`src/rtl/sdram_init_refresh_pkg.sv`:
```
// Shared SDRAM command encodings, timing helper and the init/refresh state type.
package sdram_pkg;

  // {cs_n, ras_n, cas_n, we_n}
  localparam logic [3:0] CMD_NOP = 4'b0111;
  localparam logic [3:0] CMD_PRE = 4'b0010;
  localparam logic [3:0] CMD_REF = 4'b0001;
  localparam logic [3:0] CMD_LMR = 4'b0000;

  // Nanoseconds to whole clock cycles, rounded up; freq in MHz.
  function automatic int ns2cyc(input int ns, input int freq);
    return (ns * freq + 999) / 1000;
  endfunction

  typedef enum logic [3:0] {
    I_WAIT, I_PRE, I_TRP, I_REF, I_TRFC, I_MRS, I_TMRD,
    IDLE, R_PRE, R_TRP, R_REF, R_TRFC
  } state_t;

endpackage

```
`src/rtl/sdram_refresh_timer.sv`:
```
// tREFI tick generator and refresh debt counter with postponement limit and sticky overflow.
module sdram_refresh_timer #(
  parameter int C_REFI       = 1562,
  parameter int MAX_POSTPONE = 8
) (
  input  logic clk,
  input  logic rst_n,
  input  logic enable,
  input  logic dec,
  output logic ref_req,
  output logic ref_urgent,
  output logic ref_overflow
);

  localparam int TW = $clog2(C_REFI);

  logic [TW-1:0] tcnt;
  logic [3:0]    debt;
  logic          tick;

  assign tick       = enable && (tcnt == TW'(C_REFI - 1));
  assign ref_req    = (debt != 4'd0);
  assign ref_urgent = (debt == 4'(MAX_POSTPONE));

  always_ff @(posedge clk or negedge rst_n) begin
    if (!rst_n) begin
      tcnt         <= '0;
      debt         <= 4'd0;
      ref_overflow <= 1'b0;
    end else begin
      if (enable) tcnt <= tick ? '0 : tcnt + TW'(1);
      // A tick coinciding with a paid refresh cancels out and leaves debt as is.
      if (tick && !dec) begin
        if (debt == 4'(MAX_POSTPONE)) ref_overflow <= 1'b1;
        else                          debt         <= debt + 4'd1;
      end else if (!tick && dec && debt != 4'd0) begin
        debt <= debt - 4'd1;
      end
    end
  end

endmodule

```
`src/rtl/sdram_init_refresh.sv`:
```
// SDRAM power-up init and auto-refresh engine; owns the command bus while busy=1.
module sdram_init_refresh
  import sdram_pkg::*;
#(
  parameter int CLK_FREQ     = 100,
  parameter int RAW          = 12,
  parameter int INIT_TIME    = 100,
  parameter int tRP          = 18,
  parameter int tRFC         = 60,
  parameter int tREF         = 64,
  parameter int ROWS         = 4096,
  parameter int cMRD         = 2,
  parameter int INIT_REF_CNT = 2,
  parameter int MAX_POSTPONE = 8
) (
  input  logic           clk,
  input  logic           rst_n,
  input  logic [2:0]     cfg_burst_length,
  input  logic           cfg_burst_type,
  input  logic [2:0]     cfg_cas_latency,
  input  logic           cfg_burst_mode,
  input  logic           ref_gnt,
  output logic           init_done,
  output logic           ref_req,
  output logic           ref_urgent,
  output logic           ref_overflow,
  output logic           busy,
  output logic           sdram_cke,
  output logic           sdram_cs_n,
  output logic           sdram_ras_n,
  output logic           sdram_cas_n,
  output logic           sdram_we_n,
  output logic [RAW-1:0] sdram_addr,
  output logic [1:0]     sdram_ba
);

  localparam int C_INIT = INIT_TIME * CLK_FREQ;
  localparam int C_TRP  = ns2cyc(tRP, CLK_FREQ);
  localparam int C_TRFC = ns2cyc(tRFC, CLK_FREQ);
  localparam int C_REFI = (tREF * 1000 * CLK_FREQ) / ROWS;
  localparam int CW     = $clog2(C_INIT + 1);
  localparam logic [RAW-1:0] ADDR_A10 = RAW'(1 << 10);

  state_t           state;
  logic [CW-1:0]    cnt;
  logic [7:0]       ref_cnt;
  logic [3:0]       cmd;
  logic [RAW-1:0]   lmr_addr;

  assign lmr_addr = RAW'({cfg_burst_mode, 2'b00, cfg_cas_latency, cfg_burst_type, cfg_burst_length});
  assign {sdram_cs_n, sdram_ras_n, sdram_cas_n, sdram_we_n} = cmd;

  sdram_refresh_timer #(
    .C_REFI       (C_REFI),
    .MAX_POSTPONE (MAX_POSTPONE)
  ) u_timer (
    .clk          (clk),
    .rst_n        (rst_n),
    .enable       (init_done),
    .dec          (state == R_REF),
    .ref_req      (ref_req),
    .ref_urgent   (ref_urgent),
    .ref_overflow (ref_overflow)
  );

  // Outputs are registered with the state: each command state drives its command for exactly
  // one cycle; wait states load cnt with (length - 2) because the command cycle counts as one.
  always_ff @(posedge clk or negedge rst_n) begin
    if (!rst_n) begin
      state     <= I_WAIT;
      cnt       <= CW'(C_INIT - 1);
      ref_cnt   <= 8'd0;
      sdram_cke <= 1'b0;
      cmd       <= CMD_NOP;
      sdram_addr <= '0;
      sdram_ba  <= 2'b00;
      init_done <= 1'b0;
      busy      <= 1'b1;
    end else begin
      sdram_cke  <= 1'b1;
      cmd        <= CMD_NOP;
      sdram_addr <= '0;
      sdram_ba   <= 2'b00;
      case (state)
        I_WAIT: if (cnt == '0) begin
          state <= I_PRE; cmd <= CMD_PRE; sdram_addr <= ADDR_A10;
        end else cnt <= cnt - CW'(1);
        I_PRE: begin state <= I_TRP; cnt <= CW'(C_TRP - 2); end
        I_TRP: if (cnt == '0) begin
          state <= I_REF; cmd <= CMD_REF; ref_cnt <= ref_cnt + 8'd1;
        end else cnt <= cnt - CW'(1);
        I_REF: begin state <= I_TRFC; cnt <= CW'(C_TRFC - 2); end
        I_TRFC: if (cnt == '0) begin
          if (ref_cnt == 8'(INIT_REF_CNT)) begin
            state <= I_MRS; cmd <= CMD_LMR; sdram_addr <= lmr_addr;
          end else begin
            state <= I_REF; cmd <= CMD_REF; ref_cnt <= ref_cnt + 8'd1;
          end
        end else cnt <= cnt - CW'(1);
        I_MRS: begin state <= I_TMRD; cnt <= CW'(cMRD - 2); end
        I_TMRD: if (cnt == '0) begin
          state <= IDLE; init_done <= 1'b1; busy <= 1'b0;
        end else cnt <= cnt - CW'(1);
        IDLE: if (ref_req && ref_gnt) begin
          state <= R_PRE; busy <= 1'b1; cmd <= CMD_PRE; sdram_addr <= ADDR_A10;
        end
        R_PRE: begin state <= R_TRP; cnt <= CW'(C_TRP - 2); end
        R_TRP: if (cnt == '0) begin
          state <= R_REF; cmd <= CMD_REF;
        end else cnt <= cnt - CW'(1);
        R_REF: begin state <= R_TRFC; cnt <= CW'(C_TRFC - 2); end
        // Debt is re-read here so ticks that land mid-burst lengthen the burst.
        R_TRFC: if (cnt == '0) begin
          if (ref_req) begin
            state <= R_REF; cmd <= CMD_REF;
          end else begin
            state <= IDLE; busy <= 1'b0;
          end
        end else cnt <= cnt - CW'(1);
        default: state <= I_WAIT;
      endcase
    end
  end

endmodule

```
`config.mk`:
```
export PLATFORM = sky130hd
export DESIGN_NAME = sdram_init_refresh
export DESIGN_NICKNAME = d
export VERILOG_FILES = /design/src/rtl/sdram_init_refresh_pkg.sv /design/src/rtl/sdram_refresh_timer.sv /design/src/rtl/sdram_init_refresh.sv
export SDC_FILE = /design/constraint.sdc
export NUM_CORES = 1
export LEC_CHECK = 0
export ABC_CLOCK_PERIOD_IN_PS = 2900
export CORE_ASPECT_RATIO = 1.2
export CORE_MARGIN = 2
export CORE_UTILIZATION = 50
export CTS_CLUSTER_SIZE = 10
export DETAILED_ROUTE_END_ITERATION = 8
export HOLD_SLACK_MARGIN = 0.02
export PLACE_DENSITY = 0.81
export SLEW_MARGIN = 0
export SYNTH_ARGS = -nofsm -noshare
export SYNTH_HDL_FRONTEND = slang
export SYNTH_HIERARCHICAL = 1
export SYNTH_SLANG_ARGS = --single-unit
```
`constraint.sdc`:
```
create_clock -name clk -period 2.9 [get_ports clk]
set_clock_uncertainty 0.05 [all_clocks]
set_input_delay 0.58 -clock clk [delete_from_list [all_inputs] [get_ports clk]]
set_output_delay 0.58 -clock clk [all_outputs]
set_load 0.02 [all_outputs]
```
==> metrics.cfg, run 1 <==
[logic_synthesis]
synth_cell_type_count=74
async_reset_ff_frac=1.00
synthTopCellsByArea=dfrtp_1 32%, dfstp_2 9.0%, xnor2_1 3.7%
netlist.area_leader.share=0.321
yosysMostFrequentCell=dfrtp_1
ys_ff_latch=57
ys.flop_type=dfrtp_1
synth_edf_count=0
seq_area_frac_synth=0.410
synth_cells=338
synth.avg_cell_area_um2=10.4
yosysWarningCount=6
syn_area_mm2=0.00351
synth_top_area_cell=dfrtp_1
synthTopCellsByCount=45 x dfrtp_1, 21 x nor2_1, 20 x a21oi_1

[placement]
gp_congestion=0.895
hpwl_um=5090
port_buffers=28
dpl_worst_slack_ps=520

[pwr]
p_leak_nw=1.72
switching_share=0.193
internal_power_w=0.00136
switchingPower_w=0.000326
combPwrFrac=0.024
peakVddDrop_mv=0.279
power_frac_clock=0.504
pwr-share-seq=0.472
powerDensity_mw_per_mm2=417

[clock_network]
cts_tree=done
clock_latency_ps=340
cts_hold_buf=0
clk_root_buffer_cell=clkbuf_8
post_cts_resized=0
postCtsSetupRepairBufs=0
htree_levels=3
cts_sinks=57
numCtsBuffers=9
clk_path_buf_depth=2
clkSlewWorstSetupHoldPaths_ps=70

[worst_setup_path]
critPathLaunchType=register
path_cells=or4_1 -> clkdlybuf4s50_1
crit_fanout=9
max_stage_delay_ps=700
worstSetupPathType=reg2out
slowest_stage=or4_1
critPathArrivalTime_ps=2100
cp-end-kind=primary output
worstPathRequired_ps=2270
r2r_slack_ps=500

[timing]
hold_viol_final=0
max_freq_mhz=366
slew_headroom=0.619
period_share=0.942
fin_crit_ps=2730
rsz0062_at_grt=no
layout_setup_ws_ps=169
drv_slew=0
tightest_slew_ps=572
hold_slack_ps=182
setup_violations=0
tns_ps=0

[min_path]
hold_path_class=in2async

[global_route]
grt_use_total=0.198
antenna_found_initial=0
grt_pass1_vias=2546
grt_pass1_wl_um=11800
grt_max_degree=35
overflow=0

[outcome]
status=completed

[finish]
antennaDiodeCount=0
final_net_count=393
nFillCells=573
areaGrowthSynthToFinish_pct=15.1
drive_above_1_share=0.164

[routing]
drc=0
wl_per_cell_um=15.1
drt_wl_total_um=7020
avgViaCountPerCell=5.82
vias=2702
dr.pass1.iters=4
ant_nets=0
dr.first_iter.drc_count=231

[die]
io_pins=35
chipHeight_um=95.8
core_area_mm2=0.00681
floorplan.rows=33
die_area_mm2=0.00771
dieWidth_um=80.5
initial_core_util=0.516

[job]
drv_cap=0

[per-stage QoR]
step	total power (W)	instances	utilization	instance area, um2
floorplan	0.000825	343	-	3530
global placement	0.000852	449	0.560	3810
detailed placement	0.000852	449	0.560	3810
CTS	0.00171	464	0.594	4040
global route	0.00176	464	0.594	4040
finish	0.00169	464	0.594	4040
[cell type report]
class | count | area, um2 | share of cell area
Sequential cell | 57 | 1440 | 0.356
Tap cell | 87 | 109 | 0.0269
Multi-Input combinational cell | 257 | 1870 | 0.462
Inverter | 11 | 41.3 | 0.0102
Clock buffer | 13 | 169 | 0.0418
Clock inverter | 2 | 60.1 | 0.0149
Timing Repair Buffer | 37 | 355 | 0.0879
[final timing paths]
path | startpoint | to | cells past startpoint
worst max-delay path | u_timer/debt[0] | ref_req | 2
worst min-delay path | rst_n | u_timer/tcnt[10] | 1
worst max register to register | state[1] | u_timer/debt[3] | 9
worst min register to register | ref_cnt[7] | ref_cnt[7] | 1
max in group asynchronous | rst_n | cmd[1] | 2
min in group clk | ref_cnt[7] | ref_cnt[7] | 1
[routing by layer]
metal  global-route usage  vias to the layer above  wire [um]
met1                0.248                     1315       3000
li1                     -                     1303          -
met3               0.0478                        9        354
met5                    0                        -          0
met2                0.319                       75       3560
met4               0.0989                        0         96
[logic make-up (layout without fill, tap and decap cells)]
kind of cell    after synthesis  count (layout)  synth area share
other cells                   2               7           0.00214
compound gates               73              73             0.152
buf+inv                      29              63            0.0631
flops                        57              57             0.410
xor+xnor                     21              21            0.0524
simple gates                136             136             0.253
mux                          11              11            0.0328
fa+ha+maj                     9               9            0.0342
[worst max-delay path, delay by kind of cell, from the launching register on]
kind / cells / cell delay, ps
buffers and inverters: 1 / 600
flip-flops: 1 / 470
AND/OR/NAND/NOR: 1 / 700
[sequential cells by signal, summed over array words and instances, names as in the netlist]
register	flops
sdram_addr	9
state	4
busy	1
u_timer/tcnt	11
ref_cnt	8
u_timer/ref_overflow	1
cmd	3
sdram_cke	1
cnt	14
init_done	1
u_timer/debt	4
[cells in the final DEF (no fill, tap or decap), drive strengths merged, types with 7 or more instances in the layout]
cell type      count
buf               10
inv               10
o21ai              7
nand2             18
ha                 8
xnor2             15
and2              10
nand4             13
nor2              22
nand2b            11
conb               7
and3               9
dfrtp             45
clkbuf            13
a21oi             20
mux2i             10
dfstp             12
clkdlybuf4s50     27
nor3              11
[power groups by stage]
stage,Combinational (W),Clock (W),Sequential [W]
after floorplan,0.0000132,0,0.000812
after global placement,0.0000412,0,0.000811
after detailed placement,0.0000411,0,0.000811
after CTS,0.0000413,0.000872,0.000797
after global routing,0.0000456,0.000920,0.000796
final,0.0000401,0.000850,0.000797
(Power assumes the default switching activity.)
==> inputs of run 2 (changes only) <==
ABC_AREA = 0   (was unset)
==> results of run 2 <==
No change in the layout: final DEF, timing and power equal those of run 1.
==> inputs of run 3 (changes only) <==
SKIP_LAST_GASP = 1   (was unset)
==> results of run 3 <==
No change in the layout: final DEF, timing and power equal those of run 1.
